--- src/rtl/perf_counter_drain.sv ---
// Performance counter bank with atomic snapshot, drained one counter per
// valid/ready handshake over a shared reporting channel.
module perf_counter_drain #(
   parameter int NUM_EVENTS = 8,
   parameter int CNT_WIDTH  = 32,
   parameter int IDX_WIDTH  = $clog2(NUM_EVENTS)
) (
   input  logic                  clk,
   input  logic                  rst,
   input  logic                  count_en,
   input  logic [NUM_EVENTS-1:0] event_i,
   input  logic                  snap_req,
   input  logic                  clear_on_snap,
   output logic                  snap_busy,
   output logic                  out_valid,
   input  logic                  out_ready,
   output logic [IDX_WIDTH-1:0]  out_idx,
   output logic [CNT_WIDTH-1:0]  out_value,
   output logic                  out_sat
);

   localparam logic [IDX_WIDTH-1:0] LAST_IDX = IDX_WIDTH'(NUM_EVENTS - 1);

   typedef enum logic {IDLE, DRAIN} state_t;

   state_t               state;
   logic [CNT_WIDTH-1:0] cnt    [NUM_EVENTS];
   logic [CNT_WIDTH-1:0] shadow [NUM_EVENTS];
   logic [NUM_EVENTS-1:0] sat;
   logic [NUM_EVENTS-1:0] shadow_sat;
   logic                 snap_take;
   logic [IDX_WIDTH-1:0] nxt_idx;

   assign snap_take = (state == IDLE) && snap_req;
   assign nxt_idx   = out_idx + 1'b1;

   // Live counters: a clearing snapshot moves the snap-cycle event into the new interval.
   always_ff @(posedge clk or negedge rst) begin
      if (!rst) begin
         for (int i = 0; i < NUM_EVENTS; i++) cnt[i] <= '0;
         sat <= '0;
      end else begin
         for (int i = 0; i < NUM_EVENTS; i++) begin
            if (snap_take && clear_on_snap) begin
               cnt[i] <= (count_en && event_i[i]) ? CNT_WIDTH'(1) : '0;
               sat[i] <= 1'b0;
            end else if (count_en && event_i[i]) begin
               if (&cnt[i]) sat[i] <= 1'b1;
               else         cnt[i] <= cnt[i] + 1'b1;
            end
         end
      end
   end

   // Snapshot/drain FSM; record outputs are registered so they hold under backpressure.
   always_ff @(posedge clk or negedge rst) begin
      if (!rst) begin
         state      <= IDLE;
         for (int i = 0; i < NUM_EVENTS; i++) shadow[i] <= '0;
         shadow_sat <= '0;
         snap_busy  <= 1'b0;
         out_valid  <= 1'b0;
         out_idx    <= '0;
         out_value  <= '0;
         out_sat    <= 1'b0;
      end else begin
         case (state)
            IDLE: begin
               if (snap_req) begin
                  for (int i = 0; i < NUM_EVENTS; i++) shadow[i] <= cnt[i];
                  shadow_sat <= sat;
                  state      <= DRAIN;
                  snap_busy  <= 1'b1;
                  out_valid  <= 1'b1;
                  out_idx    <= '0;
                  out_value  <= cnt[0];
                  out_sat    <= sat[0];
               end
            end
            DRAIN: begin
               if (out_ready) begin
                  if (out_idx == LAST_IDX) begin
                     state     <= IDLE;
                     snap_busy <= 1'b0;
                     out_valid <= 1'b0;
                     out_idx   <= '0;
                     out_value <= '0;
                     out_sat   <= 1'b0;
                  end else begin
                     out_idx   <= nxt_idx;
                     out_value <= shadow[nxt_idx];
                     out_sat   <= shadow_sat[nxt_idx];
                  end
               end
            end
            default: state <= IDLE;
         endcase
      end
   end

endmodule
--- config.mk ---
export PLATFORM = sky130hd
export DESIGN_NAME = perf_counter_drain
export DESIGN_NICKNAME = d
export VERILOG_FILES = /design/src/rtl/perf_counter_drain.sv
export SDC_FILE = /design/constraint.sdc
export NUM_CORES = 1
export LEC_CHECK = 0
export ABC_AREA = 1
export CAP_MARGIN = 10
export CORE_UTILIZATION = 35
export CTS_CLUSTER_SIZE = 24
export DETAILED_ROUTE_END_ITERATION = 8
export GPL_ROUTABILITY_DRIVEN = 0
export GPL_TIMING_DRIVEN = 0
export SLEW_MARGIN = 10
export SYNTH_ARGS = -nofsm -noshare
export SYNTH_HDL_FRONTEND = slang
export SYNTH_SLANG_ARGS = --single-unit
--- constraint.sdc ---
create_clock -name clk -period 3.84 [get_ports clk]
set_input_delay 0.384 -clock clk [delete_from_list [all_inputs] [get_ports clk]]
set_output_delay 0.384 -clock clk [all_outputs]
set_load 0.01 [all_outputs]
After elaboration in Yosys (flattened, before gate mapping)
Index checks and enable logic that the tools add are counted.
Operators by class
  bitwise operators: 2
  equal/unequal tests: 12
  mux-type cells: 81
  add/subtract/negate cells: 9
  reductions and logical operators: 53
  $lt $le $gt $ge: 2
Operator list (number)
  $mux 32: 29
  $add 32x1->32 const B: 8
  $reduce_and 32->1: 8
  $bmux 32 s3: 1
  $pmux 32 s2: 1
  $mux 1: 42
  $reduce_and 2->1: 18
  $reduce_bool 2->1: 16
  $ne 2x2->1 const B: 9
  $logic_and 1x1->1: 10
  $mux 3: 3
  $pmux 1 s2: 3
  $pmux 3 s2: 1
  $ge 4x4->1 const B: 1
  $lt 3x4->1 const B: 1
  $ne 2x1->1 const B: 2
  $not 3->4: 1
  $add 3x1->3 const B: 1
  $bmux 1 s3: 1
  $eq 3x3->1 const B: 1
  $reduce_and 3->1: 1
  $not 1->1: 1
Word-level totals
  input port bits: 14
  flip-flop bits (word level): 566

Longest topological paths before layout
  word-level depth: 8
  depth in mapped cells: 12
  gate-level depth less buffers: 10

Worst setup path after synthesis
OpenSTA, ideal clock, no wires.
  path kind: register -> register
  start point: register out_idx[0]
  end point: register out_value[2]
  path buffers: 2
  setup slack: 1964 ps
  arrival time: 1799 ps
  setup time: 77 ps
  stages on the path, launching flop included: 9
  path through: dfrtp_1 ha_1 ha_1 clkbuf_1 clkinv_1 clkbuf_1 nand3_1 nand3_1 a21oi_1
Between the ends
  cells in the longest elaborated chain, start to end: 8
  elaborated cells on any way between the ends: 9
  classes of those cells: 1 x add/sub; 1 x eq/ne; 6 x mux; 1 x bitwise
RTL lines
  from (decl): RTL line 17  | output logic [IDX_WIDTH-1:0] out_idx,
  from (signal assigned): RTL line 90  | out_idx <= nxt_idx;
  $add 3x1->3: RTL line 35  | assign nxt_idx = out_idx + 1'b1;
  $not 3->4 (implied by the code): RTL line 91  | out_value <= shadow[nxt_idx];
  $bmux 32 s3: RTL line 91
  $mux 32 (implied by the code) (2 in series): RTL line 91
  $mux 32 *: RTL line 82  | if (out_idx == LAST_IDX) begin
  $mux 32 *: RTL line 81  | if (out_ready) begin
  $pmux 32 s2 *: RTL line 67  | case (state)
  to (signal assigned): RTL line 76  | out_value <= cnt[0];
  to (signal assigned): RTL line 91
  to (decl): RTL line 18  | output logic [CNT_WIDTH-1:0] out_value,
Mark *: on every way between the ends. The rest lies on a longest branch, timed or not. The select of a mux whose other input is x is not followed.
A chain may end at the register's enable or synchronous reset.

Final worst setup path
  start point: register out_idx[0]
  end point: register out_value[27]
Same word-level chain as after synthesis.

==> impl_metrics.json <==
{
  "ys_seq_area_share_pct": 44.8,
  "path_cells": "ha_1, buf_2, buf_2, clkbuf_1, o211ai_1, nand3_1, nand3_1, a21oi_1",
  "switching_share_pct": 40.8,
  "antenna_found_initial": 2,
  "viasPerCell": 5.34,
  "synth_area_um2": 31600,
  "cts_buffer_depth": 3,
  "grt_pass1_wl_um": 181000,
  "rows": 109,
  "fillers": 9339,
  "cp-start-kind": "register",
  "synth.most_common_cell": "nand2_1",
  "crit_required_ns": 4.37,
  "clock.fmax_mhz": 301,
  "finalWirelength_um": 121000,
  "hpwl_um": 92300,
  "dr.pass1.iters": 6,
  "crit_buf_inv": 3,
  "grt_pass1_vias": 29335,
  "setup_violations": 0,
  "path_clk_slew_ns": 0.06,
  "fp.dieW_um": 303,
  "reg2reg_from": "out_idx[0]",
  "yosysTopAreaCellShare_pct": 44.8,
  "ant_nets": 0,
  "cts_buffers": 67,
  "htreeDepth": 3,
  "leakage_uw": 0.0147,
  "status": "complete, no violations",
  "synth_area_per_cell_um2": 7.03,
  "synth_async_sr_flop_share_pct": 100,
  "clock_sinks": 566,
  "critPathCaptureType": "register",
  "tns_ns": 0,
  "seqPwrFrac_pct": 35.6,
  "hold_path.class": "in2async",
  "clockRootBuffer": "clkbuf_16",
  "path_delay_family": "buffers and inverters",
  "fin_nets": 4651,
  "start_util_pct": 35.6,
  "via_count": 31227,
  "worst-path-max-fanout": 10,
  "fin_crit_ns": 3.32,
  "yosys-top-cells-count": "nand2_1 (1410), dfrtp_1 (566), o21ai_0 (550), nor2_1 (482), inv_1 (441)",
  "area_growth_pct": 14.0,
  "switching_power_uw": 9030,
  "grtUsageTotal_pct": 26.5,
  "design.core.area_um2": 88900,
  "synth_edf_count": 0,
  "maxCapViolations": 0,
  "post-route-period-util_pct": 86.5,
  "netlist_top_cells_area": "dfrtp_1 (45%), nand2_1 (17%), o21ai_0 (8.7%)",
  "p_int_uw": 13100,
  "rsz0062_at_grt": "false",
  "cts_setup_buffers": 0,
  "synth_flop_cell": "dfrtp_1",
  "skew_ns": 0.0278,
  "ioPinCount": 52,
  "total_power_uw": 22100,
  "drc": 0,
  "ys_types": 37,
  "portBuffers": 50,
  "synth-seq-cells": 566,
  "drt_iter0_drc": 3512,
  "critPathSlowestCell": "clkbuf_1",
  "powerDensity_nw_per_um2": 614,
  "ir_drop_uv": 411,
  "clkLatencyLatePin_ns": 0.63,
  "synthCells": 4502,
  "rr_endpoint": "out_value[27]",
  "wl_per_cell_um": 20.7,
  "die_h_um": 303,
  "worst_pin_slew_ns": 1.16,
  "dieArea_um2": 91600,
  "p_clk_share_pct": 30.6,
  "crit_type": "reg2reg",
  "regToRegSetupSlack_ns": 0.52,
  "ys.warnings.count": 0,
  "slew_headroom_pct": 22.5,
  "cp.arrival_ns": 3.85,
  "hold_viol_final": 0,
  "reg2regPathDepth": 8,
  "drive_gt1_share_pct": 6.86,
  "synthesis.nets": 4526,
  "synth_top_area_cell": "dfrtp_1",
  "grt.overflow.total": 0,
  "max_stage_delay_ns": 0.64,
  "comb_power_share_pct": 33.8,
  "grt_max_degree": 106,
  "cts_tree": "built",
  "slew_violations": 0
}
## cell usage in the layout, fill, tap and decap left out, drive strengths merged, types with 13 or more instances in the layout
| cell type | count |
|---|---|
| nor2 | 505 |
| dfrtp | 566 |
| buf | 113 |
| clkdlybuf4s50 | 49 |
| a21oi | 132 |
| clkinv | 25 |
| o21ai | 634 |
| nand3 | 430 |
| nand2 | 1435 |
| xor2 | 17 |
| nand4 | 13 |
| o211ai | 80 |
| inv | 448 |
| clkbuf | 183 |
## area by class of cell
class / instances / area [µm²] / area share (%)
multi-input cells: 3287 / 14800 / 41.0
flip-flops and latches: 566 / 14200 / 39.3
clock buffers: 89 / 1920 / 5.33
inverters: 448 / 1680 / 4.66
well taps: 1165 / 1460 / 4.04
plain buffers: 201 / 1010 / 2.79
repair buffers: 56 / 653 / 1.81
clock inverters: 33 / 380 / 1.05
diodes: 2 / 5.00 / 0.0139
## worst register-to-register path, cell delays in order, from the launching register on
cell,delay [ns]
dfrtp_1,0.57
ha_1,0.39
buf_2,0.21
buf_2,0.45
clkbuf_1,0.65
o211ai_1,0.44
nand3_1,0.28
nand3_1,0.10
a21oi_1,0.15
## stage by stage
stage | utilization, % | hold slack, ns | std cells | cell area, µm² | worst slack, ns
floorplan | - | 0.0884 | 4502 | 31600 | 1.96
global placement | 37.8 | 0.465 | 5717 | 33600 | -24.21
detailed placement | 37.9 | 0.377 | 5722 | 33700 | 0.493
CTS | 40.5 | 0.318 | 5845 | 36100 | 0.729
global route | 40.5 | 0.350 | 5845 | 36100 | 0.467
finish | 40.6 | 0.313 | 5847 | 36100 | 0.518
## metal layers
layer / GRT usage [%] / part of all wire, % / vias up
met3: 5.13 / 9.3 / 245
met2: 38.7 / 42 / 1404
met1: 37.8 / 44 / 14812
met4: 11.7 / 4.7 / 0
met5: 0 / 0 / -
li1: - / - / 14766
## power groups by stage
| stage | Clock [µW] | Combinational (µW) | Sequential, µW |
|---|---|---|---|
| 4_1_cts | 6860 | 7260 | 7820 |
| 2_1_floorplan | 0 | 4150 | 7530 |
| 3_5_place_dp | 0 | 7220 | 7920 |
| 6_report | 6770 | 7500 | 7880 |
| 3_3_place_gp | 0 | 7140 | 7930 |
| 5_1_grt | 7080 | 8030 | 7930 |
## cell families (layout without fill, tap and decap cells)
group | after synthesis | after routing | share of synthesized area (%)
XOR/XNOR | 24 | 24 | 0.664
AO/OA/AOI/OAI | 849 | 849 | 14.4
multiplexers | 12 | 12 | 0.427
flip-flops | 566 | 566 | 44.8
buffers and inverters | 649 | 827 | 8.49
other | 0 | 2 | 0
adder cells (fa/ha/maj) | 10 | 10 | 0.395
AND/OR/NAND/NOR | 2392 | 2392 | 30.8
## state kept, by name, summed over array words and instances (netlist names)
register	cells
out_value	32
out_idx	3
sat	8
cnt	256
out_sat	1
out_valid	1
shadow	256
shadow_sat	8
state	1
## worst max-delay path by stage
stage	from	end	slack, ns	depth (start not counted)
floorplan	out_idx[0]	out_value[2]	1.96	8
global placement	rst	cnt[134]	-24.21	1
detailed placement	snap_req	cnt[160]	0.49	8
CTS	out_idx[0]	out_value[27]	0.73	8
global route	out_idx[0]	out_value[27]	0.47	8
finish	out_idx[0]	out_value[27]	0.52	8
## timing repair
item	CTS	global route
resized for setup	0	0
hold endpoints to repair	64	0
hold buffers	1	0
Note: power is estimated with default switching activity, not from simulation.
